### config.mk
export PLATFORM = sky130hd
export DESIGN_NAME = des_round_ctrl_flat
export DESIGN_NICKNAME = d
export VERILOG_FILES = /design/src/rtl/des_pkg.sv /design/src/rtl/des_round_ctrl_if.sv /design/src/rtl/des_key_shift_sel.sv /design/src/rtl/des_round_ctrl.sv /design/src/flat_wrapper.sv
export SDC_FILE = /design/constraint.sdc
export NUM_CORES = 1
export LEC_CHECK = 0
export CAP_MARGIN = 5
export CORE_MARGIN = 2
export CORE_UTILIZATION = 45
export CTS_CLUSTER_SIZE = 40
export DETAILED_ROUTE_END_ITERATION = 12
export PLACE_DENSITY = 0.73
export SYNTH_ARGS = -nofsm -noshare
export SYNTH_HDL_FRONTEND = slang
export SYNTH_HIERARCHICAL = 1
export SYNTH_SLANG_ARGS = --single-unit
### constraint.sdc
create_clock -name clk -period 2.87 [get_ports clk]
set_input_delay 0.574 -clock clk [delete_from_list [all_inputs] [get_ports clk]]
set_output_delay 0.574 -clock clk [all_outputs]
set_load 0.05 [all_outputs]
### src/rtl/des_pkg.sv
// Shared types, constants and key-schedule helper for the DES round sequencer.
package des_pkg;

  localparam int unsigned DES_ROUNDS = 16;
  localparam int unsigned RC_W       = 4;
  localparam int unsigned MAP_W      = 16;

  // Bit r-1 set: encrypt round r rotates C/D by one bit, otherwise by two.
  localparam logic [MAP_W-1:0] DES_SHIFT1_MAP = 16'h8103;

  typedef enum logic [1:0] {
    ST_IDLE  = 2'd0,
    ST_ROUND = 2'd1,
    ST_DONE  = 2'd2
  } des_state_e;

  // Rotate-by-two select for round counter rc. Decrypt walks the encrypt
  // schedule backwards, so decrypt round rc undoes encrypt round 16-rc+1.
  function automatic logic shift_two(input logic [RC_W-1:0]  rc,
                                     input logic             decrypt,
                                     input logic [MAP_W-1:0] map = DES_SHIFT1_MAP);
    logic [RC_W-1:0] idx;
    idx = decrypt ? RC_W'(5'd16 - {1'b0, rc}) : rc;
    return ~map[idx];
  endfunction

endpackage

### src/rtl/des_round_ctrl_if.sv
// Block-level handshakes between the round sequencer and its producer/consumer.
interface des_round_ctrl_if;
  import des_pkg::*;

  logic start_valid;
  logic start_ready;
  logic decrypt;
  logic out_valid;
  logic out_ready;

  modport master (
    output start_valid,
    output decrypt,
    output out_ready,
    input  start_ready,
    input  out_valid
  );

  modport slave (
    input  start_valid,
    input  decrypt,
    input  out_ready,
    output start_ready,
    output out_valid
  );

endinterface

### src/rtl/des_key_shift_sel.sv
// Maps round counter and mode onto the C/D rotate enable and amount.
module des_key_shift_sel
  import des_pkg::*;
#(
  parameter logic [MAP_W-1:0] SHIFT1_MAP = DES_SHIFT1_MAP
) (
  input  logic [RC_W-1:0] rc_i,
  input  logic            decrypt_i,
  output logic            key_rot_en_o,
  output logic            key_rot_two_o
);

  // Decrypt round 0 uses the unrotated C0/D0, which equals C16/D16.
  always_comb begin
    key_rot_en_o  = 1'b1;
    key_rot_two_o = 1'b0;
    if (decrypt_i && (rc_i == '0)) begin
      key_rot_en_o = 1'b0;
    end else begin
      key_rot_two_o = shift_two(rc_i, decrypt_i, SHIFT1_MAP);
    end
  end

endmodule

### src/rtl/des_round_ctrl.sv
// Iterative DES round sequencer: one round per clock, 16 rounds per block.
module des_round_ctrl
  import des_pkg::*;
#(
  parameter int unsigned      NUM_ROUNDS = DES_ROUNDS,
  parameter logic [MAP_W-1:0] SHIFT1_MAP = DES_SHIFT1_MAP
) (
  input  logic              clk,
  input  logic              rst_n,
  des_round_ctrl_if.slave   hs,
  output logic              ld_data_o,
  output logic              ld_key_o,
  output logic              rnd_en_o,
  output logic              key_rot_en_o,
  output logic              key_rot_two_o,
  output logic              key_dir_o,
  output logic [RC_W-1:0]   round_o,
  output logic              last_round_o,
  output logic              busy_o
);

  localparam logic [RC_W-1:0] RC_LAST = RC_W'(NUM_ROUNDS - 1);

  des_state_e      state_q, state_d;
  logic [RC_W-1:0] rc_q, rc_d;
  logic            mode_q, mode_d;
  logic            start_hs;
  logic            rot_en_d, rot_two_d;

  logic            start_ready_q;
  logic            out_valid_q;
  logic            rnd_en_q;
  logic            key_rot_en_q;
  logic            key_rot_two_q;
  logic            key_dir_q;
  logic [RC_W-1:0] round_q;
  logic            last_round_q;
  logic            busy_q;

  // Load strobes are the only paths straight from an input.
  assign start_hs  = (state_q == ST_IDLE) && hs.start_valid;
  assign ld_data_o = start_hs;
  assign ld_key_o  = start_hs;

  // Next state, round counter and captured mode.
  always_comb begin
    state_d = state_q;
    rc_d    = rc_q;
    mode_d  = mode_q;
    case (state_q)
      ST_IDLE: begin
        if (hs.start_valid) begin
          state_d = ST_ROUND;
          rc_d    = '0;
          mode_d  = hs.decrypt;
        end
      end
      ST_ROUND: begin
        if (rc_q == RC_LAST) begin
          state_d = ST_DONE;
          rc_d    = '0;
        end else begin
          rc_d = rc_q + RC_W'(1);
        end
      end
      ST_DONE: begin
        if (hs.out_ready) begin
          state_d = ST_IDLE;
        end
      end
      default: begin
        state_d = ST_IDLE;
        rc_d    = '0;
      end
    endcase
  end

  // Rotation select for the round about to be entered.
  des_key_shift_sel #(
    .SHIFT1_MAP (SHIFT1_MAP)
  ) u_shift_sel (
    .rc_i          (rc_d),
    .decrypt_i     (mode_d),
    .key_rot_en_o  (rot_en_d),
    .key_rot_two_o (rot_two_d)
  );

  // State and control outputs, registered from next-state decode.
  always_ff @(posedge clk) begin
    if (!rst_n) begin
      state_q       <= ST_IDLE;
      rc_q          <= '0;
      mode_q        <= 1'b0;
      start_ready_q <= 1'b1;
      out_valid_q   <= 1'b0;
      rnd_en_q      <= 1'b0;
      key_rot_en_q  <= 1'b0;
      key_rot_two_q <= 1'b0;
      key_dir_q     <= 1'b0;
      round_q       <= '0;
      last_round_q  <= 1'b0;
      busy_q        <= 1'b0;
    end else begin
      state_q       <= state_d;
      rc_q          <= rc_d;
      mode_q        <= mode_d;
      start_ready_q <= (state_d == ST_IDLE);
      out_valid_q   <= (state_d == ST_DONE);
      rnd_en_q      <= (state_d == ST_ROUND);
      key_rot_en_q  <= (state_d == ST_ROUND) && rot_en_d;
      key_rot_two_q <= (state_d == ST_ROUND) && rot_en_d && rot_two_d;
      key_dir_q     <= (state_d == ST_ROUND) && mode_d;
      round_q       <= (state_d == ST_ROUND) ? rc_d : '0;
      last_round_q  <= (state_d == ST_ROUND) && (rc_d == RC_LAST);
      busy_q        <= (state_d != ST_IDLE);
    end
  end

  assign hs.start_ready = start_ready_q;
  assign hs.out_valid   = out_valid_q;
  assign rnd_en_o       = rnd_en_q;
  assign key_rot_en_o   = key_rot_en_q;
  assign key_rot_two_o  = key_rot_two_q;
  assign key_dir_o      = key_dir_q;
  assign round_o        = round_q;
  assign last_round_o   = last_round_q;
  assign busy_o         = busy_q;

  // Only the standard 16-round schedule is implemented.
  a_num_rounds: assert property (@(posedge clk) NUM_ROUNDS == DES_ROUNDS);

endmodule

### src/flat_wrapper.sv
// flat-port wrapper written by rule: the top's interface ports become plain ports
module des_round_ctrl_flat import des_pkg::*;
#(
  parameter int unsigned      NUM_ROUNDS = DES_ROUNDS,
  parameter logic [MAP_W-1:0] SHIFT1_MAP = DES_SHIFT1_MAP
)
  (clk, rst_n, ld_data_o, ld_key_o, rnd_en_o, key_rot_en_o, key_rot_two_o, key_dir_o, round_o, last_round_o, busy_o, hs_start_valid, hs_decrypt, hs_out_ready, hs_start_ready, hs_out_valid);
  des_round_ctrl_if hs_i ();
  input  logic clk;
  input  logic rst_n;
  output logic ld_data_o;
  output logic ld_key_o;
  output logic rnd_en_o;
  output logic key_rot_en_o;
  output logic key_rot_two_o;
  output logic key_dir_o;
  output logic [RC_W-1:0] round_o;
  output logic last_round_o;
  output logic busy_o;
  input wire logic [$bits(hs_i.start_valid)-1:0] hs_start_valid;
  input wire logic [$bits(hs_i.decrypt)-1:0] hs_decrypt;
  input wire logic [$bits(hs_i.out_ready)-1:0] hs_out_ready;
  output wire logic [$bits(hs_i.start_ready)-1:0] hs_start_ready;
  output wire logic [$bits(hs_i.out_valid)-1:0] hs_out_valid;
  assign hs_i.start_valid = hs_start_valid;
  assign hs_i.decrypt = hs_decrypt;
  assign hs_i.out_ready = hs_out_ready;
  assign hs_start_ready = hs_i.start_ready;
  assign hs_out_valid = hs_i.out_valid;
  des_round_ctrl #(.NUM_ROUNDS(NUM_ROUNDS), .SHIFT1_MAP(SHIFT1_MAP)) u_core (.clk(clk), .rst_n(rst_n), .hs(hs_i), .ld_data_o(ld_data_o), .ld_key_o(ld_key_o), .rnd_en_o(rnd_en_o), .key_rot_en_o(key_rot_en_o), .key_rot_two_o(key_rot_two_o), .key_dir_o(key_dir_o), .round_o(round_o), .last_round_o(last_round_o), .busy_o(busy_o));
endmodule
======== Word-level counts from Yosys, hierarchy flattened ========
Memory sizes are Yosys's and may differ from the RTL's.
Index checks and enable logic that the tools add are counted.
word-level totals
  bits in registers ....................... 19
  memory bits (read-only) ................. 16
  input port bits ......................... 5
  output and inout port bits .............. 14
  logic and storage cells ................. 47
  memories ................................ 1
memories
  name              words  bits a word  rd ports  clocked after memory_dff  wr ports  RTL line       RTL
  (name not given)  16     1            1         0                         0         des_pkg.sv:24  return ~map[idx];
operators by class
  add/subtract/negate cells ............... 2
  magnitude comparators ................... 1
  eq/ne operators ......................... 6
  mux-type cells .......................... 13
  bitwise logic cells ..................... 1
  reductions and logical operators ........ 11
operators with widths
  kind                   count
  $mux W4                3
  $pmux W4 S3            1
  $eq A4 B4 Y1 const B   2
  $logic_and A1 B1 Y1    6
  $mux W2                3
  $pmux W2 S3            1
  $lt A4 B5 Y1 const B   1
  $mux W1                5
  $add A4 B1 Y4 const B  1
  $eq A2 B1 Y1 const B   2
  $eq A2 B2 Y1 const B   2
  $logic_not A2 Y1       2
  $logic_not A4 Y1       1
  $sub A1 B4 Y4 const A  1
  $reduce_and A2 Y1      1
  $reduce_bool A2 Y1     1
  $not A1 Y1             1

======== Depth between registers and ports, before layout ========
  word-level depth ........................ 10
  gate-level depth with buffers ........... 11
  depth with buffers taken out ............ 11

======== Modules after synthesis ========
The synthesis kept the hierarchy.
modules (own cells, without submodules)
  module             times used  cells each  area each (um^2)
  des_round_ctrl     1           73          747.0
  des_key_shift_sel  1           15          96.3

======== Worst setup path before layout ========
Ideal clock, no wire load.
  kind .................................... input to register
  start ................................... input port hs_start_valid
  end ..................................... register u_core.key_rot_two_q, in the netlist u_core/key_rot_two_o
  library setup time ...................... 115 ps
  arrival ................................. 2305 ps
  data required time ...................... 2755 ps
  path slack .............................. 450 ps
  stages .................................. 8
  path buffers ............................ 0
  path through ............................ nor3b_2 > mux2i_1 > inv_1 > a211oi_1 > a31oi_1 > o22ai_1 > a21oi_1 > and3_1
on the way
  elaborated cells between the ends (all ways) .. 18
  those cells by class .................... add/sub (1); eq/ne (1); mux (10); bitwise (1); reduce/logical (4); memory (1)
RTL lines
  what                           RTL line                 RTL
  from (decl)                    flat_wrapper.sv:20       input wire logic [$bits(hs_i.start_valid)-1:0] hs_start_valid;
  $mux W1 *                      des_round_ctrl.sv:52     if (hs.start_valid) begin
  $mux W1 *                      des_round_ctrl.sv:50     case (state_q)
  net u_core.mode_d              des_round_ctrl.sv:26     logic mode_q, mode_d;
  $mux W4                        des_pkg.sv:23            idx = decrypt ? RC_W'(5'd16 - {1'b0, rc}) : rc;
  $mem_v2 Z16 W1                 -
  $mux W1 (implied by the code)  des_pkg.sv:24
  $not A1 Y1                     des_pkg.sv:24
  $mux W1 *                      des_key_shift_sel.sv:17  if (decrypt_i && (rc_i == '0)) begin
  net u_core.rot_two_d           des_round_ctrl.sv:28     logic rot_en_d, rot_two_d;
  $logic_and A1 B1 Y1 *          des_round_ctrl.sv:111    key_rot_two_q <= (state_d == ST_ROUND) && rot_en_d && rot_two_d;
  to (signal assigned)           des_round_ctrl.sv:111
  to (decl)                      des_round_ctrl.sv:34     logic key_rot_two_q;
Mark *: on every way through the listed nets, which the timed path passes. The rest lies on a longest branch. The select of a mux whose other input is x is not followed.
A chain may end at the register's enable or synchronous reset.

======== Worst setup path after layout ========
  start ................................... input port hs_start_valid
  end ..................................... register u_core.key_rot_two_q, in the netlist u_core/key_rot_two_o
on the way
  longest elaborated chain between the ends .. 9
  elaborated cells between the ends (all ways) .. 18
  those cells by class .................... add/sub (1); eq/ne (1); mux (10); bitwise (1); reduce/logical (4); memory (1)
ends and longest elaborated chain
  what                           RTL line                 RTL
  $mux W4 *                      des_round_ctrl.sv:52
  $pmux W4 S3 *                  des_round_ctrl.sv:50
  net u_core.rc_d[0]             des_round_ctrl.sv:25     logic [RC_W-1:0] rc_q, rc_d;
  $sub A1 B4 Y4                  des_pkg.sv:23
  $mux W4                        des_pkg.sv:23
  $mem_v2 Z16 W1                 -
  $mux W1 (implied by the code)  des_pkg.sv:24
  $not A1 Y1                     des_pkg.sv:24
  $mux W1 *                      des_key_shift_sel.sv:17
  net u_core.rot_two_d           des_round_ctrl.sv:28
  $logic_and A1 B1 Y1 *          des_round_ctrl.sv:111
Marks and branches as above.

==> flow_metrics.tcl <==
set metrics [dict create \
    status "finished clean" \
    slew_headroom_pct 66.13 \
    reg2reg_slack_ns 0.49 \
    ys_async_sr_fraction_pct 0 \
    io_buffers 18 \
    worstRegToRegCells 11 \
    cts-root-buf "clkbuf_4" \
    max_freq_ghz 0.4005 \
    die_h_um 47.29 \
    ir_worst_vdd_v 0.0003483 \
    layout_commonest_cell "dfxtp_1" \
    worstReg2RegEnd "u_core/key_rot_two_o" \
    seq_area_frac_synth_pct 45.10 \
    wl_per_cell_um 12.07 \
    p_int_uw 371.4 \
    vias_per_cell 5.140 \
    cp-startpoint "hs_start_valid" \
    drtPass1Iterations 4 \
    cts_setup_buffers 0 \
    drt-initial-drc-count 11 \
    dp.cells 132 \
    crit_end "u_core/key_rot_two_o" \
    holdBufCountCts 0 \
    cts_tree "built" \
    startpoint_type "primary input" \
    ant_nets 0 \
    grt-ovfl-total 0 \
    hpwl_um 1208 \
    ctsHtreeMaxLevel 1 \
    numCtsBuffers 3 \
    crit_arrival_ns 2.71 \
    tightest_slew_ns 0.5064 \
    required_ns 3.08 \
    nets 119 \
    p_seq_share_pct 53.0 \
    diodes 0 \
    setup_viol 0 \
    synthCells 88 \
    fin_crit_sh_pct 87.00 \
    gp_congestion 0.7592 \
    crit_fanout 4 \
    synth_top_area_cell "dfxtp_1" \
    synth_cell_types 39 \
    std_cell_rows 15 \
    synth-edff-count 0 \
    tns_ns 0 \
    synth_ff_type "dfxtp_1" \
    cts_resized 0 \
    comb_power_share_pct 21.1 \
    initial_core_util_pct 48.32 \
    grt_pass1_wl_um 2822 \
    syn-num-nets 95 \
    cts_sinks 19 \
    swShare_pct 29.77 \
    area_growth_pct 31.16 \
    grt_max_degree 12 \
    holdWs_ns 0.5663 \
    synth_area_per_cell_sq_um 9.583 \
    die-area_sq_um 2236 \
    place_area_sq_um 1079 \
    hold_path_class "flop to flop" \
    endpoint_kind "flop" \
    grt_usage_pct 18.10 \
    slew_violations 0 \
    antenna_found_initial 0 \
    final_cell_mix "dfxtp_1, clkdlybuf4s50_1, inv_1" \
    syn_area_sq_um 843.3 \
    reg2reg_from "u_core/rc_q[0]" \
    power.static_leakage_nw 0.4710 \
    power.switching_uw 157.5 \
    synth_warnings 6 \
    clkPwrFrac_pct 25.9 \
    wl_um 1641 \
    cellPowerDensity_nw_per_um2 478.2 \
    fin_crit_ns 2.497 \
    cts_buffer_depth 2 \
    fin_area_sq_um 1106 \
    drive_above_1_share_pct 15.32 \
    dr_total_vias 699 \
    p_total_uw 528.9 \
    pin_count 19 \
    ys_ff_latch 19 \
    crit_type "primary input to flop" \
    path_clk_slew_ns 0.12 \
    skew_ns 0.01294 \
    grt_pass1_vias 653 \
    clock_latency_ns 0.30 \
    drv_cap 0 \
    ys_top_cells_by_area "dfxtp_1, inv_1, nor2_1" \
    dieWidth_um 47.29 \
    hold_violations 0 \
    final_cells 136 \
    core_area_sq_um 1745 \
    fill_cells 143 \
    drc 0 \
    synth_top_area_share_pct 45.10 \
    rsz0062_at_grt "no" \
]
logic make-up (layout without fill, tap and decap cells):
| family | Yosys count | count (layout) | synth area share, % |
|---|---|---|---|
| AO/OA/AOI/OAI | 15 | 15 | 15.43 |
| XOR/XNOR | 2 | 2 | 2.078 |
| adder cells (fa/ha/maj) | 2 | 2 | 2.967 |
| buffers and inverters | 14 | 37 | 7.567 |
| flip-flops | 19 | 19 | 45.10 |
| multiplexers | 1 | 1 | 1.187 |
| AND/OR/NAND/NOR | 35 | 35 | 25.67 |
cells in the mapped netlist (all sizes together) (2+ instances only):
cell type / instances
a21oi: 4
nand3: 3
inv: 12
a32oi: 2
buf: 2
ha: 2
nor2b: 2
and3: 3
nor3b: 2
nand4b: 2
o21a: 2
nand2: 4
nor2: 8
dfxtp: 19
nand4: 2
nand2b: 2
cell type report:
class	instances	area (sq um)	area share [%]
Tap cell	25	31.28	2.828
Multi-Input combinational cell	55	399.1	36.09
Timing Repair Buffer	21	222.7	20.14
Inverter	12	45.04	4.072
Clock buffer	3	22.52	2.036
Clock inverter	1	5.005	0.4525
Sequential cell	19	380.4	34.39
metal layers:
metal  GRT usage [%]  routed length [um]
met2           30.27                 784
met5               0                   0
met3           5.000                 101
met1           22.07                 756
met4           6.667                   0
critical path, cell delays in order:
cell and delay [ns]:
clkdlybuf4s50_1 0.54, nand2b_1 0.11, and3_1 0.20, or2_1 0.27, inv_1 0.08, ha_1 0.21
xnor2_1 0.09, or3_1 0.34, nand2_1 0.07, a21oi_1 0.06, and3_1 0.16
power groups by stage:
stage	Clock (mW)	Combinational, mW	Sequential (mW)
after floorplan	0	0.0520	0.308
after global placement	0	0.109	0.287
after detailed placement	0	0.111	0.287
after CTS	0.141	0.112	0.280
after global routing	0.150	0.120	0.282
final	0.137	0.112	0.280
state kept, by name, summed over array words and instances, names as in the netlist:
register	flops
u_core/busy_o	1
u_core/hs.out_valid	1
u_core/hs.start_ready	1
u_core/key_dir_o	1
u_core/key_rot_en_o	1
u_core/key_rot_two_o	1
u_core/last_round_o	1
u_core/mode_q	1
u_core/rc_q	4
u_core/rnd_en_o	1
u_core/round_o	4
u_core/state_q	2
metrics by stage:
step                worst slack [ns]  utilization (%)
floorplan                     0.4499                -
global placement              0.1233            61.79
detailed placement           0.06527            61.79
CTS                           0.3883            63.37
global route                  0.2555            63.37
finish                        0.3732            63.37
worst min-delay path by stage:
stage,start,endpoint,cells past startpoint
floorplan,u_core/mode_q,u_core/mode_q,2
global placement,u_core/mode_q,u_core/mode_q,2
detailed placement,u_core/mode_q,u_core/mode_q,2
CTS,u_core/mode_q,u_core/mode_q,2
global route,u_core/mode_q,u_core/mode_q,2
finish,u_core/mode_q,u_core/mode_q,2
Power figures use the tool's default switching activity.
